===== config.mk =====
export PLATFORM = sky130hd
export DESIGN_NAME = moody_source
export DESIGN_NICKNAME = d
export VERILOG_FILES = /design/src/rtl/moody_source.sv
export SDC_FILE = /design/constraint.sdc
export NUM_CORES = 1
export LEC_CHECK = 0
export BUFFER_PORTS_ARGS = -buffer_cell sky130_fd_sc_hd__buf_2
export CAP_MARGIN = 30
export CORE_AREA = 2 2 39 41
export DETAILED_ROUTE_END_ITERATION = 12
export DIE_AREA = 0 0 41 43
export GPL_ROUTABILITY_DRIVEN = 0
export SLEW_MARGIN = 5
export SYNTH_ARGS = -nofsm -noshare
export SYNTH_HDL_FRONTEND = slang
export SYNTH_SLANG_ARGS = --single-unit

===== constraint.sdc =====
create_clock -name clk -period 2.1 [get_ports clk]
set_input_delay 0.42 -clock clk [delete_from_list [all_inputs] [get_ports clk]]
set_output_delay 0.42 -clock clk [all_outputs]
set_load 0.1 [all_outputs]

===== src/rtl/moody_source.sv =====
// Pseudo-random traffic source driving a req/busy channel with sequence-numbered items.
// Optional MOODY_SOURCE_STALL_CNT_EN adds a saturating stall_count output.
`ifndef SIZE
`define SIZE 8
`endif

module moody_source #(
   parameter int          id         = -1,
   parameter int          generosity = 0,
   parameter int unsigned max_items  = 0,
   parameter logic [7:0]  seed       = 8'hA5
) (
   input  logic              clk,
   input  logic              reset,
   input  logic              busy,
   output logic              req,
   output logic [`SIZE-1:0]  data,
   output logic              done
`ifdef MOODY_SOURCE_STALL_CNT_EN
   ,
   output logic [31:0]       stall_count
`endif
);

   typedef enum logic [1:0] {IDLE, OFFER, DONE} state_t;

   localparam logic [7:0] seed_init = (seed == 8'h00) ? 8'h01 : seed;
   localparam logic [8:0] threshold = (generosity >= 256) ? 9'd256 :
                                      (generosity <= 0)   ? 9'd0   : 9'(generosity);

   state_t             state, state_next;
   logic [7:0]         lfsr;
   logic [`SIZE-1:0]   seq;
   logic [31:0]        sent;
   logic [31:0]        sent_after;
   logic               decision;
   logic               transfer;
   logic               limit_hit;
   logic               req_next;
   logic               done_next;
   logic [`SIZE-1:0]   data_next;
   logic [`SIZE-1:0]   seq_next;

   assign decision   = ({1'b0, lfsr} < threshold);
   assign transfer   = (state == OFFER) && !busy;
   assign sent_after = (transfer && (sent != '1)) ? sent + 32'd1 : sent;
   // The limit check already counts a transfer happening on this same edge.
   assign limit_hit  = (max_items != 0) && (sent_after == max_items);

   always_ff @(posedge clk) begin
      if (reset) begin
         state <= IDLE;
         lfsr  <= seed_init;
         seq   <= '0;
         sent  <= '0;
         req   <= 1'b0;
         data  <= '0;
         done  <= 1'b0;
      end else begin
         state <= state_next;
         lfsr  <= {lfsr[6:0], ^(lfsr & 8'hB8)};
         seq   <= seq_next;
         sent  <= sent_after;
         req   <= req_next;
         data  <= data_next;
         done  <= done_next;
      end
   end

   always_comb begin
      state_next = state;
      unique case (state)
         IDLE: begin
            if (limit_hit)     state_next = DONE;
            else if (decision) state_next = OFFER;
         end
         OFFER: begin
            if (transfer) begin
               if (limit_hit)     state_next = DONE;
               else if (decision) state_next = OFFER;
               else               state_next = IDLE;
            end
         end
         DONE:    state_next = DONE;
         default: state_next = IDLE;
      endcase
   end

   // A held offer keeps data untouched; a new or back-to-back offer loads the next sequence number.
   always_comb begin
      req_next  = (state_next == OFFER);
      done_next = (state_next == DONE);
      seq_next  = transfer ? seq + 1'b1 : seq;
      data_next = data;
      if ((state == IDLE) && (state_next == OFFER))
         data_next = seq;
      else if (transfer && (state_next == OFFER))
         data_next = seq + 1'b1;
   end

`ifdef MOODY_SOURCE_STALL_CNT_EN
   always_ff @(posedge clk) begin
      if (reset)
         stall_count <= '0;
      else if (req && busy && (stall_count != '1))
         stall_count <= stall_count + 32'd1;
   end
`endif

endmodule

Word-level counts from Yosys, hierarchy flattened. Index checks and enable logic that the tools add are counted.

$add $sub $neg: 1. Equality and inequality tests: 4. Muxes and demuxes: 4. Reduce and logical (&&, ||, !) cells: 6.

Operators with widths (count): $mux W8 (2); $add A8 B1 Y8 const B (1); $pmux W2 S3 (1); $eq A2 B1 Y1 const B (2); $eq A2 B2 Y1 const B (2); $logic_and A1 B1 Y1 (3); $logic_not A2 Y1 (1); $mux W2 (1); $reduce_bool A2 Y1 (1); $logic_not A1 Y1 (1).

Register bits: 20.

Longest topological paths before layout.
Depth in word-level cells: 8. Mapped depth: 3. Gate-level depth less buffers: 1.

Worst setup path after synthesis. Ideal clock, no wire load.

Kind: reg-to-output. Start: register done. End: output port done. Arrival: 950 ps. Required time: 1680 ps. Path slack: 730 ps. Stages on the path, launching flop included: 1. Path through: dfxtp_1.

RTL lines: start, declared (line 18) `output logic done`; start signal, assigned (line 66) `done <= done_next;`.

No word-level cell between the ends.

Worst setup path after layout.
Start: register done. End: output port done.

No word-level cell between the ends.

==> qor.csv <==
metric,value,unit
status,"finished, final reports clean",
Area Overhead vs Synth,32.4,%
initial antenna violation count,0,
# diodes,0,
Die Span Y,43,um
Die ar.,1760,um^2
CP max stage delay,0.44,ns
"Seq/Total Area, Yosys",0.721,
Die Wd,41,um
hold slack,0.431,ns
DRC,0,
clock latency on the worst-skew pair,0.26,ns
dpl cells,50,
Num CTS Buffers,3,
worst-path cell chain,buf_2,
Tcrit/Tclk final,0.703,
Hold Path Class,in -> reg,
Critical Path AT,1.06,ns
max cap viols,0,
"CP delay by family, top",buffers and inverters,
FF/Latch Area,220,um^2
share of layout cells above drive strength 1,0.395,
starting density of the core,0.221,
final hold violations,0,
first-pass GRT wire length,800,um
Wirelength per Cell,8.81,um
crit end category,primary output,
routed vias,184,
H-tree depth,1,
crit path max fanout,4,
Final setup violation count,0,
largest family of logic cells by synthesized area,simple AND/OR/NAND/NOR gates,
synthesized net count,27,
post_cts resized,0,
"Setup Fix Bufs, Post-CTS",0,
clk_skew,0.0000503,ns
worst slew pin tran,0.488,ns
final core utilization,0.292,
Leakage,0.192,nW
post-synthesis adder-cell area fraction,0,
port bufs,12,
crit path launch type,flip-flop,
multiplexer share of the synthesized area,0,
maximum clock path buffer count,2,
Synth Instances,24,
Nets,42,
DR pass1 iterations,2,
Post-Syn Area per Cell,12.7,um^2
Post-Synth XOR/XNOR Area,0,
Compound-Gate Fraction of Synth Area,0,
"most common cell after layout, fill and taps aside",buf_2,
Max-slew headroom,0.677,
synthesized area,305,um^2
CTS tree,built,
Fillers,139,
Top Ports,13,
row cnt,14,
Synth Warn #,0,
crit path kind,reg -> out,
final setup TNS,0,ns
Max Clock Freq,677,MHz
Post-Layout Cell Count,54,
Sink Count,11,
WL final,476,um
"Clk pin slew, worst setup/hold paths",0.06,ns
Multi-input gate area,77.6,um^2
Iter 0 DRT Violations,3,
CP max-delay cell,buf_2,
Synth Area in Simple Gates,0.254,
All-Layer GR Usage,0.0757,
Max VDD drop,0.330,mV
Seq cells post-synth,11,
"Hold-fix buffers, CTS",0,
post-synth cell types,5,
Final ANT Viol Nets,0,
most frequent cells in the layout,"buf_2, dfxtp_1, nor2b_1",
Buf/Inv on CP,1,
vias in the first global route,183,
Critical Path RT,1.68,ns
grt total ovfl,0,
largest net degree at the start of global routing,12,
min cycle time layout,1.48,ns
Core Area,1380,um^2
routed vias/inst,3.41,
RSZ-0062 raised after global routing,false,
clk root buf,clkbuf_4,
PwrDens,866,nW/um^2
Max Slew Vio Count,0,
Yosys cell counts (all sizes together):
library cell / count / area share
nor4bb: 2 / 0.066
dfxtp: 11 / 0.72
nor3b: 1 / 0.025
nor2b: 8 / 0.16
clkbuf: 2 / 0.025
cell families after synthesis:
group                  count (synthesis)
AND/OR/NAND/NOR                       11
buffers and inverters                  2
flip-flops                            11
state kept, by name, summed over array words and instances (netlist names):
| name | flops |
|---|---|
| data | 8 |
| done | 1 |
| req | 1 |
| state | 1 |
stage by stage:
step / total power [mW] / instance area (um^2) / setup slack, ns
2_1_floorplan: 0.217 / 305 / 0.730
3_3_place_gp: 0.219 / 378 / 0.917
3_5_place_dp: 0.219 / 378 / 0.905
4_1_cts: 0.358 / 404 / 0.611
5_1_grt: 0.370 / 404 / 0.569
6_report: 0.350 / 404 / 0.623
report_power, final:
part	switching [mW]	internal, mW	leakage [nW]
registers	0	0.208	0.0885
logic	0.00321	0.00195	0.0883
clock network	0.0628	0.0733	0.0150
layout make-up:
| class | instances | area share |
|---|---|---|
| well taps | 16 | 0.0495 |
| clock buffers | 4 | 0.0650 |
| multi-input cells | 11 | 0.192 |
| flip-flops and latches | 11 | 0.545 |
| repair buffers | 12 | 0.149 |
routing by layer:
metal / part of all wire / up-vias / track usage
met5: 0 / - / 0
met2: 0.30 / 15 / 0.0813
met1: 0.51 / 64 / 0.0980
met3: 0.18 / 0 / 0.0838
li1: - / 105 / -
met4: 0 / 0 / 0.0200
path summary, 6_finish.rpt:
| kind | startpoint | endpoint | slack [ns] | cells after the start |
|---|---|---|---|---|
| min reg2reg | state[0] | done | 0.45 | 1 |
| max | done | done | 0.62 | 1 |
| min | busy | state[0] | 0.43 | 2 |
| max reg2reg | done | req | 1.44 | 1 |
No activity file was read; power rests on OpenSTA's default activity.
